### config.mk
export PLATFORM = sky130hd
export DESIGN_NAME = i2c_axi_lite_arbiter
export DESIGN_NICKNAME = d
export VERILOG_FILES = /design/src/rtl/i2c_axi_lite_arbiter.sv
export SDC_FILE = /design/constraint.sdc
export NUM_CORES = 1
export LEC_CHECK = 0
export CAP_MARGIN = 30
export CELL_PAD_IN_SITES_DETAIL_PLACEMENT = 1
export CELL_PAD_IN_SITES_GLOBAL_PLACEMENT = 2
export CORE_ASPECT_RATIO = 0.8
export CORE_MARGIN = 5
export CORE_UTILIZATION = 10
export CTS_CLUSTER_SIZE = 30
export DETAILED_ROUTE_END_ITERATION = 8
export PLACE_DENSITY_LB_ADDON = 0.1
export REMOVE_ABC_BUFFERS = 1
export SLEW_MARGIN = 20
export SYNTH_ARGS = -nofsm -noshare
export SYNTH_HDL_FRONTEND = slang
export SYNTH_SLANG_ARGS = --single-unit
### constraint.sdc
create_clock -name aclk -period 3.3 [get_ports aclk]
set_input_delay 0.495 -clock aclk [delete_from_list [all_inputs] [get_ports aclk]]
set_output_delay 0.495 -clock aclk [all_outputs]
set_load 0.05 [all_outputs]
### src/rtl/i2c_axi_lite_arbiter.sv
// ---------------------------------------------------------------------------
// i2c_axi_lite_arbiter
//
// Two-master AXI-Lite arbiter in front of the I2C controller's register port.
// One whole transaction (address, data, response) is granted at a time and at
// most one transaction is outstanding downstream, so register sequences from
// the two masters never interleave inside a transaction.
//
// Ports
//   aclk, aresetn          clock, asynchronous active-low reset
//   s_axi_aw*/w*/b*/ar*/r* upstream channels, packed per master (lane i = master i)
//   m_axi_aw*/w*/b*/ar*/r* single downstream port to the I2C controller
//   grant                  one-hot current owner, 00 while idle
//
// Parameters
//   ADDR_WIDTH, DATA_WIDTH  bus widths
//   FIXED_PRIO              0 = round-robin, 1 = master 0 always wins
// ---------------------------------------------------------------------------
module i2c_axi_lite_arbiter #(
    parameter int ADDR_WIDTH = 32,
    parameter int DATA_WIDTH = 32,
    parameter int FIXED_PRIO = 0
) (
    input  logic                    aclk,
    input  logic                    aresetn,

    input  logic [2*ADDR_WIDTH-1:0] s_axi_awaddr,
    input  logic [1:0]              s_axi_awvalid,
    output logic [1:0]              s_axi_awready,
    input  logic [2*DATA_WIDTH-1:0] s_axi_wdata,
    input  logic [1:0]              s_axi_wvalid,
    output logic [1:0]              s_axi_wready,
    output logic [3:0]              s_axi_bresp,
    output logic [1:0]              s_axi_bvalid,
    input  logic [1:0]              s_axi_bready,
    input  logic [2*ADDR_WIDTH-1:0] s_axi_araddr,
    input  logic [1:0]              s_axi_arvalid,
    output logic [1:0]              s_axi_arready,
    output logic [2*DATA_WIDTH-1:0] s_axi_rdata,
    output logic [3:0]              s_axi_rresp,
    output logic [1:0]              s_axi_rvalid,
    input  logic [1:0]              s_axi_rready,

    output logic [ADDR_WIDTH-1:0]   m_axi_awaddr,
    output logic                    m_axi_awvalid,
    input  logic                    m_axi_awready,
    output logic [DATA_WIDTH-1:0]   m_axi_wdata,
    output logic                    m_axi_wvalid,
    input  logic                    m_axi_wready,
    input  logic [1:0]              m_axi_bresp,
    input  logic                    m_axi_bvalid,
    output logic                    m_axi_bready,
    output logic [ADDR_WIDTH-1:0]   m_axi_araddr,
    output logic                    m_axi_arvalid,
    input  logic                    m_axi_arready,
    input  logic [DATA_WIDTH-1:0]   m_axi_rdata,
    input  logic [1:0]              m_axi_rresp,
    input  logic                    m_axi_rvalid,
    output logic                    m_axi_rready,

    output logic [1:0]              grant
);

    typedef enum logic [2:0] {
        IDLE,
        WR_ADDR,
        WR_RESP,
        RD_ADDR,
        RD_RESP
    } state_t;

    state_t     state_q, state_d;
    logic [1:0] grant_q, grant_d;
    logic       last_q, last_d;        // index of the master served most recently
    logic       aw_done_q, aw_done_d;  // AW already forwarded in this write
    logic       w_done_q, w_done_d;    // W already forwarded in this write

    logic [1:0] req;
    logic       g;                     // index of the granted master
    logic       win;                   // arbitration winner while idle
    logic       aw_hs, w_hs;

    // Places a single-bit value on lane sel of a two-lane bus; the other lane is 0.
    function automatic logic [1:0] lane(input logic sel, input logic b);
        return sel ? {b, 1'b0} : {1'b0, b};
    endfunction

    assign req   = s_axi_awvalid | s_axi_arvalid;
    assign g     = grant_q[1];
    assign grant = grant_q;

    // Round-robin prefers the master that was not served last; fixed priority
    // falls back to master 1 only when master 0 is silent.
    always_comb begin
        if (FIXED_PRIO != 0) begin
            win = ~req[0];
        end else begin
            win = req[~last_q] ? ~last_q : last_q;
        end
    end

    // NOTE: every output and next-state variable gets a default before the case,
    // so no path through this block can leave a value unassigned and infer a latch.
    always_comb begin
        state_d       = state_q;
        grant_d       = grant_q;
        last_d        = last_q;
        aw_done_d     = aw_done_q;
        w_done_d      = w_done_q;
        aw_hs         = 1'b0;
        w_hs          = 1'b0;

        s_axi_awready = '0;
        s_axi_wready  = '0;
        s_axi_bresp   = '0;
        s_axi_bvalid  = '0;
        s_axi_arready = '0;
        s_axi_rdata   = '0;
        s_axi_rresp   = '0;
        s_axi_rvalid  = '0;

        m_axi_awaddr  = '0;
        m_axi_awvalid = 1'b0;
        m_axi_wdata   = '0;
        m_axi_wvalid  = 1'b0;
        m_axi_bready  = 1'b0;
        m_axi_araddr  = '0;
        m_axi_arvalid = 1'b0;
        m_axi_rready  = 1'b0;

        case (state_q)
            IDLE: begin
                if (|req) begin
                    grant_d = win ? 2'b10 : 2'b01;
                    // A master offering both a write and a read is given the write.
                    state_d = s_axi_awvalid[win] ? WR_ADDR : RD_ADDR;
                end
            end

            WR_ADDR: begin
                // AW and W may finish in either order; the done flags stop a
                // channel that already handshook from being offered again.
                m_axi_awaddr  = g ? s_axi_awaddr[2*ADDR_WIDTH-1 -: ADDR_WIDTH]
                                  : s_axi_awaddr[ADDR_WIDTH-1:0];
                m_axi_wdata   = g ? s_axi_wdata[2*DATA_WIDTH-1 -: DATA_WIDTH]
                                  : s_axi_wdata[DATA_WIDTH-1:0];
                m_axi_awvalid = s_axi_awvalid[g] & ~aw_done_q;
                m_axi_wvalid  = s_axi_wvalid[g] & ~w_done_q;
                s_axi_awready = lane(g, m_axi_awready & ~aw_done_q);
                s_axi_wready  = lane(g, m_axi_wready & ~w_done_q);
                aw_hs         = m_axi_awvalid & m_axi_awready;
                w_hs          = m_axi_wvalid & m_axi_wready;
                aw_done_d     = aw_done_q | aw_hs;
                w_done_d      = w_done_q | w_hs;
                if (aw_done_d && w_done_d) begin
                    state_d   = WR_RESP;
                    aw_done_d = 1'b0;
                    w_done_d  = 1'b0;
                end
            end

            WR_RESP: begin
                m_axi_bready = s_axi_bready[g];
                s_axi_bvalid = lane(g, m_axi_bvalid);
                s_axi_bresp  = g ? {m_axi_bresp, 2'b00} : {2'b00, m_axi_bresp};
                if (m_axi_bvalid && m_axi_bready) begin
                    state_d = IDLE;
                    grant_d = 2'b00;
                    last_d  = g;
                end
            end

            RD_ADDR: begin
                m_axi_araddr  = g ? s_axi_araddr[2*ADDR_WIDTH-1 -: ADDR_WIDTH]
                                  : s_axi_araddr[ADDR_WIDTH-1:0];
                m_axi_arvalid = s_axi_arvalid[g];
                s_axi_arready = lane(g, m_axi_arready);
                if (m_axi_arvalid && m_axi_arready) begin
                    state_d = RD_RESP;
                end
            end

            RD_RESP: begin
                m_axi_rready = s_axi_rready[g];
                s_axi_rvalid = lane(g, m_axi_rvalid);
                s_axi_rdata  = g ? {m_axi_rdata, {DATA_WIDTH{1'b0}}}
                                 : {{DATA_WIDTH{1'b0}}, m_axi_rdata};
                s_axi_rresp  = g ? {m_axi_rresp, 2'b00} : {2'b00, m_axi_rresp};
                if (m_axi_rvalid && m_axi_rready) begin
                    state_d = IDLE;
                    grant_d = 2'b00;
                    last_d  = g;
                end
            end

            default: begin
                state_d = IDLE;
                grant_d = 2'b00;
            end
        endcase
    end

    // NOTE: state registers use non-blocking assignments so every flop samples
    // the pre-edge values, independent of the order blocks are evaluated in.
    always_ff @(posedge aclk or negedge aresetn) begin
        if (!aresetn) begin
            state_q   <= IDLE;
            grant_q   <= 2'b00;
            last_q    <= 1'b0;
            aw_done_q <= 1'b0;
            w_done_q  <= 1'b0;
        end else begin
            state_q   <= state_d;
            grant_q   <= grant_d;
            last_q    <= last_d;
            aw_done_q <= aw_done_d;
            w_done_q  <= w_done_d;
        end
    end

endmodule

After elaboration in Yosys (flattened, before gate mapping)
Cells that the tools add are included.
{"block": "totals", "regBits": 8, "inputBits": 245, "output_inout_bits": 185, "elab_cells": 100}
{"block": "classes", "n_lt_le_gt_ge": 3, "eq_ne": 9, "n_mux": 59, "bitwise": 13, "n_reduce_logical": 11}
{"operator": "two-way mux 32 bit", "n": 6}
{"operator": "two-way mux 64 bit", "n": 2}
{"operator": "two-way mux 2 bit", "n": 15}
{"operator": "two-way mux 1 bit", "n": 24}
{"operator": "two-way mux 4 bit", "n": 4}
{"operator": "two-way mux 3 bit", "n": 5}
{"operator": "case mux 3 bit (5 select lines)", "n": 1}
{"operator": "inequality test 2 bit, second input constant", "n": 5}
{"operator": "case mux 2 bit (4 select lines)", "n": 1}
{"operator": "AND 1 bit", "n": 6}
{"operator": "equality test 3 x 2 -> 1 bit, second input constant", "n": 2}
{"operator": "< comparator 1 x 2 -> 1 bit, second input constant", "n": 3}
{"operator": "AND reduction 5 bit", "n": 1}
{"operator": "logical AND 1 bit", "n": 4}
{"operator": "NOT 1 bit", "n": 4}
{"operator": "AND reduction 4 bit", "n": 1}
{"operator": "OR reduction 2 bit", "n": 2}
{"operator": "equality test 3 x 1 -> 1 bit, second input constant", "n": 1}
{"operator": "equality test 3 bit, second input constant", "n": 1}
{"operator": "logical NOT 3 bit", "n": 1}
{"operator": "AND reduction 3 bit", "n": 1}
{"operator": "OR 1 bit", "n": 2}
{"operator": "OR 2 bit", "n": 1}
{"operator": "case mux 1 bit (2 select lines)", "n": 1}
{"operator": "nonzero test 2 bit", "n": 1}

Longest topological paths before layout
Gate-level depths: netlist (run 1).
{"block": "depth", "ltp_word": 9, "mapped_depth": 7, "depth_no_buf": 5}

Least setup slack after synthesis (run 1)
OpenSTA, ideal clock, no wires.
{"block": "synth_path", "kind": "reg-to-output", "startpoint": "register state_q[1]", "endpoint": "output port m_axi_wvalid", "t_arrival_ps": 2234, "required_ps": 2805, "setup_slack_ps": 571, "stages_incl_launch_ff": 6, "path_buffers": 3, "path_cell_list": "dfrtp_1 > buf_6 > or3b_1 > buf_2 > buf_2 > nor3_1"}
{"block": "synth_between", "elab_chain_cells": 2}
{"element": "start: declaration", "line_no": "72", "rtl": "state_t state_q, state_d;"}
{"element": "start signal: assignment", "line_no": "213", "rtl": "state_q <= state_d;"}
{"element": "equality test 3 x 1 -> 1 bit", "line_no": "131", "rtl": "case (state_q)"}
{"element": "two-way mux 1 bit", "line_no": "131"}
{"element": "end: declaration", "line_no": "48", "rtl": "output logic m_axi_wvalid,"}
Every way passes these cells.

Worst setup path after layout (run 1)
{"block": "layout_path", "startpoint": "register state_q[0]", "endpoint": "output port m_axi_awaddr[24]"}
{"block": "layout_between", "elab_chain_cells": 2}
{"element": "equality test 3 x 1 -> 1 bit", "line_no": "131"}
{"element": "two-way mux 32 bit", "line_no": "131"}
{"element": "end: declaration", "line_no": "44", "rtl": "output logic [ADDR_WIDTH-1:0] m_axi_awaddr,"}
Every way passes these cells.

==> results of run 1 <==
## metrics by stage
stage,instance area (µm²),TNS [ps],setup WS [ps]
floorplan,2430,-413570,-2750
global placement,7750,0,522
detailed placement,7750,0,528
CTS,7830,0,276
global route,7830,0,163
finish,7830,0,288
## routing by layer
layer	up-vias	wire, µm	global-route usage (%)
li1	2093	-	-
met1	2051	7740	14.6
met2	171	14300	32.3
met3	10	1350	3.52
met4	4	153	0.923
met5	-	21	0
## worst min-delay path by stage
stage,start,end,slack (ps),depth (start not counted)
global route,grant[0],grant[0],600,2
detailed placement,grant[0],grant[0],570,2
global placement,grant[0],grant[0],570,2
CTS,grant[0],grant[0],580,2
floorplan,aresetn,aw_done_q,200,0
finish,grant[0],grant[0],570,2
## logic make-up after synthesis
| group | after synthesis | share of synthesized area, % |
|---|---|---|
| AND/OR/NAND/NOR | 205 | 38.9 |
| AO/OA/AOI/OAI | 21 | 6.04 |
| buffers and inverters | 41 | 7.67 |
| multiplexers | 103 | 39.7 |
| flip-flops | 8 | 7.67 |
## cell type report
type	count	area [µm²]	share of cell area (%)
flip-flops and latches	8	204	2.60
clock buffers	4	78.8	1.01
repair buffers	442	4870	62.2
inverters	7	26.3	0.336
multi-input cells	329	2210	28.2
well taps	351	439	5.61
## cells in the final DEF, fill, tap and decap left out, types with 2 or more instances in the layout
master           synthesis  layout
clkdlybuf4s50_1          0     267
nor2_1                 105     105
buf_4                    3     104
mux2i_1                100     100
and2_1                  75      75
buf_12                   0      71
inv_1                    7       7
and3_1                   7       7
dfrtp_1                  8       7
nor3_1                   5       5
nand2_1                  3       3
mux2_2                   3       3
a21oi_1                  3       3
o21ai_0                  3       3
clkbuf_16                0       3
o31ai_1                  2       2
o31a_1                   2       2
nor2b_1                  2       2
a32oi_1                  2       2
o22ai_1                  2       2
## power by group through the flow
stage,clock [µW],combinational [µW],sequential (µW)
floorplan,0,2840,409
global placement,0,4580,254
detailed placement,0,4580,264
CTS,218,4590,262
global route,223,4750,274
finish,213,4510,253
## flip-flops by register name, indices dropped and copies added (netlist names)
name and cells:
state_q 3, w_done_q 1, grant 2, aw_done_q 1, last_q 1
## critical path: stages (launching register included)
cell,delay [ps]
dfrtp_1,480
or3b_2,660
nor2_1,270
clkdlybuf4s50_1,870
==> results.json, run 1 <==
{
  "vdd_drop_max_uv": 401,
  "timing.rr.end": "state_q[1]",
  "cts_setup_buffers": 0,
  "drc": 0,
  "io_buffer_count": 429,
  "post_drt_wl_per_cell_um": 20.6,
  "core_um2": 25500,
  "p_int_uw": 1880,
  "area_delta_synth_final_pct": 200,
  "synth-edff-count": 0,
  "insertedDiodeCount": 0,
  "post-synth-top-count-cell": "nor2_1",
  "skew_ps": 1.84,
  "rsz0062_at_grt": "false",
  "yosys-top-cells-count": "nor2_1 (105), mux2i_1 (100), and2_1 (75)",
  "total_leakage_power_uw": 0.00327,
  "relSlewSlack_pct": 57.0,
  "post-place-cells": 1137,
  "die_width_um": 191,
  "r2r_start": "grant[1]",
  "endpoint_kind": "primary output",
  "async_reset_ff_share_pct": 100,
  "cp-endpoint": "m_axi_awaddr[24]",
  "fin_cells": 1141,
  "grt_usage_pct": 14.9,
  "power_frac_comb_pct": 90.6,
  "max_slew.worst_pin.slew_ps": 645,
  "seq_power_share_pct": 5.1,
  "synth_top_cell_by_area": "mux2i_1",
  "swShare_pct": 62.2,
  "cts_buffers": 3,
  "gr-total-overflow": 0,
  "hp-class": "flop to flop",
  "slew_viol_final": 0,
  "ant_nets": 0,
  "clk_root_buffer_cell": "clkbuf_16",
  "grt_pass1_vias": 4873,
  "post_synth_inst_count": 378,
  "finalWeightedCongestion": 0.841,
  "vias_per_cell": 3.79,
  "clock_latency_ps": 230,
  "die_h_um": 154,
  "io_pins": 430,
  "ys_seq_elements": 8,
  "cp.required_ps": 2800,
  "fmax_mhz": 332,
  "worst-setup-path-type": "flop to primary output",
  "powerDensity_nw_per_um2": 635,
  "clkTransAtPathRegs_ps": 40,
  "critPathArrivalTime_ps": 2520,
  "hpwl_mm": 21.3,
  "rows": 52,
  "period_share_pct": 91.3,
  "crit_path_start_kind": "flop",
  "utilization_pct": 30.7,
  "htree_num_levels": 1,
  "reg2reg_depth": 6,
  "fin_nets": 1036,
  "drv_cap": 0,
  "holdWs_ps": 571,
  "vias": 4329,
  "wirelength_mm": 23.5,
  "grt_max_degree": 41,
  "grt_pass1_wl_mm": 33.1,
  "first_pass_iters": 4,
  "grt_antenna_before_repair": 2,
  "hold_violations": 0,
  "cts_buffer_depth": 2,
  "cts_tree": "yes",
  "yosys.area.top_type_share_pct": 38.4,
  "die-area_um2": 29400,
  "syn-cell-area_um2": 2610,
  "drive_above_1_share_pct": 23.7,
  "outcome": "finished, final reports clean",
  "fill_cells": 3003,
  "hold_buffers": 0,
  "fin_crit_ps": 3010,
  "cts.repair.resized": 0,
  "synth_cell_types": 35,
  "cp_max_fo": 13,
  "setup_viol": 0,
  "clock-sinks": 8,
  "p_clk_share_pct": 4.3,
  "cp-startpoint": "state_q[0]",
  "power_uw": 4980,
  "synth.area.top_cells": "mux2i_1 (38%), and2_1 (18%), nor2_1 (15%)",
  "ys.warnings.count": 0,
  "syn_area_per_cell_um2": 6.90,
  "switchingPower_uw": 3090,
  "ys_seq_area_share_pct": 7.67,
  "start_util_pct": 10.2,
  "synth_flop_cell": "dfrtp_1",
  "rrSetupSlack_ps": 1100,
  "first_iter_violations": 113
}
(Power assumes the default switching activity.)
==> inputs of run 2 (changes only) <==
Settings changed: CORE_AREA from default to 5 5 166 168, CORE_ASPECT_RATIO 0.8 to default, CORE_MARGIN 5 to default, CORE_UTILIZATION 10 to default, DIE_AREA from default to 0 0 171 173, DONT_BUFFER_PORTS from default to 1.
==> results.json, run 2 (synthesis gave the netlist of run 1 again) <==
{
  "critPathArrivalTime_ps": 2190,
  "endpoint_kind": "primary output",
  "cts.repair.resized": 0,
  "core_um2": 25800,
  "finalWeightedCongestion": 0.710,
  "relSlewSlack_pct": 50.7,
  "holdWs_ps": 478,
  "grt_usage_pct": 9.45,
  "slowest_delay_ps": 760,
  "area_delta_synth_final_pct": 51.0,
  "min_to": "aw_done_q",
  "reg2reg_depth": 4,
  "total_leakage_power_uw": 0.00180,
  "hp-start": "m_axi_awready",
  "hpwl_mm": 13.8,
  "clkTransAtPathRegs_ps": 40,
  "regMostFlops": "state_q",
  "drc": 0,
  "rsz0062_at_grt": "false",
  "setup_tns_ps": 0,
  "r2r_start": "grant[1]",
  "rows": 59,
  "cts_setup_buffers": 0,
  "hold_violations": 0,
  "skew_ps": 7.84,
  "crit_path_start_kind": "flop",
  "die_width_um": 171,
  "crit_chain": "inv_1, nor2_2, buf_4, and2_1",
  "die_h_um": 173,
  "cts_tree": "yes",
  "fin_cells": 811,
  "power_uw": 4360,
  "first_iter_violations": 31,
  "setup_viol": 0,
  "ant_nets": 0,
  "cp_max_fo": 35,
  "grt_pass1_wl_mm": 21.6,
  "fin_nets": 721,
  "final_cell_mix": "buf_4 (124), nor2_1 (103), mux2i_1 (100), and2_1 (75)",
  "largest_register_ffs": 3,
  "cts_buffers": 3,
  "io_buffer_count": 0,
  "gr-total-overflow": 0,
  "layout_setup_ws_ps": 610,
  "powerDensity_nw_per_um2": 1110,
  "worst-setup-path-type": "flop to primary output",
  "first_pass_iters": 5,
  "pre_cts_ws_ps": 784,
  "vias_per_cell": 3.87,
  "timing.rr.end": "last_q",
  "grt_pass1_vias": 3462,
  "clk_root_buffer_cell": "clkbuf_16",
  "slew_viol_final": 0,
  "wirelength_mm": 15.7,
  "start_util_pct": 10.1,
  "die-area_um2": 29600,
  "drive_above_1_share_pct": 30.1,
  "drv_cap": 0,
  "vdd_drop_max_uv": 412,
  "grt_max_degree": 70,
  "rrSetupSlack_ps": 990,
  "max_slew.worst_pin.slew_ps": 733,
  "fill_cells": 3121,
  "layout_commonest_cell": "buf_4",
  "post-place-cells": 805,
  "clock_latency_ps": 240,
  "hp-class": "primary input to flop",
  "fmax_mhz": 372,
  "outcome": "finished, final reports clean",
  "cp-startpoint": "grant[1]",
  "clock-sinks": 8,
  "grt_antenna_before_repair": 1,
  "vias": 3135,
  "post_drt_wl_per_cell_um": 19.4,
  "period_share_pct": 81.5,
  "htree_num_levels": 1,
  "cp.required_ps": 2800,
  "io_pins": 430,
  "cts_buffer_depth": 2,
  "crit_slowest_cell": "dfrtp_4",
  "fin_crit_ps": 2690,
  "hold_depth": 2
}
==> run 2: per-stage QoR <==
stage	area [µm²]	utilization (%)
detailed placement	3850	14.9
global route	3940	15.3
CTS	3940	15.3
floorplan	2430	-
finish	3940	15.3
global placement	3850	14.9
==> run 2: repair_timing <==
item / CTS / global route
hold buffers: 1 / 0
endpoints found under the setup margin: 0 / 0
endpoints found under the hold margin: 8 / 0
==> run 2: critical path, delay by kind of cell, from the launching register on <==
family | cells | cell delay (ps)
buffers and inverters | 2 | 510
DFF | 1 | 760
and+or+nand+nor | 2 | 660
==> run 2: worst max path at each step <==
stage | endpoint | slack [ps]
2_1_floorplan | s_axi_rdata[0] | -2750
3_3_place_gp | s_axi_rdata[53] | 810
3_5_place_dp | s_axi_rdata[49] | 780
4_1_cts | s_axi_rdata[49] | 530
5_1_grt | s_axi_rdata[56] | 430
6_report | s_axi_rdata[49] | 610
==> run 2: power breakdown <==
part           switching [µW]  leakage (µW)  total [µW]  internal (µW)
Combinational            2710       0.00166        3840           1130
Sequential                157      0.000100         299            142
Clock                    55.9     0.0000382         218            162
Total                    2930       0.00180        4360           1430
==> run 2: routing by layer <==
layer / vias up / track usage (%) / wire, µm
met5: - / 0 / 0
met4: 0 / 0.396 / 23
met3: 2 / 3.61 / 1820
met2: 232 / 20.5 / 9130
met1: 1438 / 8.28 / 4730
li1: 1463 / - / -
==> run 2: area by class of cell <==
cell class | instances | area, µm² | share of cell area (%)
Sequential cell | 8 | 204 | 5.18
Inverter | 7 | 26.3 | 0.667
Clock buffer | 4 | 78.8 | 2.00
Multi-Input combinational cell | 329 | 2230 | 56.6
Timing Repair Buffer | 127 | 981 | 24.9
Tap cell | 335 | 419 | 10.6
Antenna cell | 1 | 2.50 | 0.0635
==> inputs of run 3 (changes only) <==
Settings changed: CORE_AREA 5 5 166 168 to 5 5 163 165, DIE_AREA 0 0 171 173 to 0 0 168 170.
Clock period 3.3 ns to 2.74 ns, I/O delays scaled along.
==> results.json, run 3 (synthesis gave the netlist of run 1 again) <==
{
  "slew_viol_final": 0,
  "crit_slowest_cell": "dfrtp_1",
  "powerDensity_nw_per_um2": 1070,
  "clock_latency_ps": 230,
  "die_width_um": 168,
  "layout_commonest_cell": "buf_4",
  "cts_buffer_depth": 2,
  "cts_tree": "yes",
  "setup_viol": 0,
  "largest_register_ffs": 3,
  "first_iter_violations": 102,
  "cp-startpoint": "state_q[0]",
  "period_share_pct": 91.7,
  "crit_chain": "or3b_2, buf_4, nor3_2, buf_4",
  "cts.repair.resized": 0,
  "outcome": "finished, final reports clean",
  "skew_ps": 4.01,
  "max_slew.worst_pin.slew_ps": 706,
  "r2r_start": "grant[1]",
  "crit_path_start_kind": "flop",
  "fill_cells": 2952,
  "io_buffer_count": 0,
  "cts_buffers": 3,
  "relSlewSlack_pct": 53.0,
  "grt_pass1_wl_mm": 24.5,
  "hold_violations": 0,
  "cts_setup_buffers": 0,
  "slowest_delay_ps": 510,
  "die_h_um": 170,
  "clkTransAtPathRegs_ps": 40,
  "hp-class": "primary input to flop",
  "clk_root_buffer_cell": "clkbuf_16",
  "final_cell_mix": "buf_4 (124), nor2_1 (105), mux2i_1 (100), and2_1 (75), buf_12 (60)",
  "wirelength_mm": 17.8,
  "hp-start": "m_axi_awready",
  "regMostFlops": "state_q",
  "critPathArrivalTime_ps": 2100,
  "drv_cap": 0,
  "cp_max_fo": 69,
  "hpwl_mm": 15.7,
  "cp.required_ps": 2330,
  "clock-sinks": 8,
  "cp_common_cell": "buf_4",
  "utilization_pct": 20.5,
  "drc": 0,
  "grt_usage_pct": 11.1,
  "fin_nets": 779,
  "start_util_pct": 10.5,
  "drive_above_1_share_pct": 37.3,
  "grt_max_degree": 70,
  "finalWeightedCongestion": 0.829,
  "total_leakage_power_uw": 0.00227,
  "fin_crit_ps": 2510,
  "gr-total-overflow": 0,
  "vdd_drop_max_uv": 480,
  "die-area_um2": 28600,
  "ant_nets": 0,
  "core_um2": 24900,
  "area_delta_synth_final_pct": 95.3,
  "fmax_mhz": 398,
  "rsz0062_at_grt": "false",
  "rows": 58,
  "io_pins": 430,
  "vias_per_cell": 3.90,
  "first_pass_iters": 4,
  "hold_buffers": 1,
  "setup_tns_ps": 0,
  "endpoint_kind": "primary output",
  "worst-setup-path-type": "flop to primary output",
  "post_drt_wl_per_cell_um": 20.6,
  "htree_num_levels": 1,
  "vias": 3377,
  "grt_pass1_vias": 3651,
  "grt_antenna_before_repair": 3
}
run 3: final timing paths:
path	to	cells after the start	slack, ps
worst max-delay path	m_axi_wvalid	4	230
worst min-delay path	aw_done_q	2	390
worst max register to register	last_q	5	650
worst min register to register	last_q	1	570
max in group asynchronous	grant[1]	1	1800
min in group asynchronous	aw_done_q	1	570
run 3: cell type report:
type / instances / area, µm² / share of cell area (%)
well taps: 330 / 413 / 8.10
multi-input cells: 329 / 2220 / 43.6
inverters: 7 / 26.3 / 0.516
flip-flops and latches: 8 / 204 / 4.00
repair buffers: 185 / 2140 / 42.0
diodes: 3 / 7.51 / 0.147
clock buffers: 4 / 78.8 / 1.55
run 3: metal layers:
metal  wire, µm  track usage, %
met1       6240            11.8
met2       9570            20.9
met3       1890            4.60
met4        107            1.69
met5          0               0
run 3: stage by stage:
stage / setup WS, ps / cells / area, µm² / hold WS [ps] / power [µW]
6_report: 226 / 866 / 5090 / 389 / 5430
5_1_grt: 97.1 / 866 / 5090 / 407 / 5740
4_1_cts: 212 / 863 / 5090 / 393 / 5520
3_5_place_dp: 479 / 858 / 5000 / 117 / 5240
3_3_place_gp: 507 / 858 / 5000 / 117 / 5220
2_1_floorplan: -3220 / 344 / 2430 / 115 / 3830
run 3: worst max-delay path, delay by kind of cell (launching register included):
kind	cells	cell delay [ps]
buffers and inverters	2	570
and+or+nand+nor	2	750
DFF	1	510
run 3: where the power goes:
group	internal [µW]	switching [µW]
Combinational	1500	3360
Sequential	172	141
Clock	195	64.0
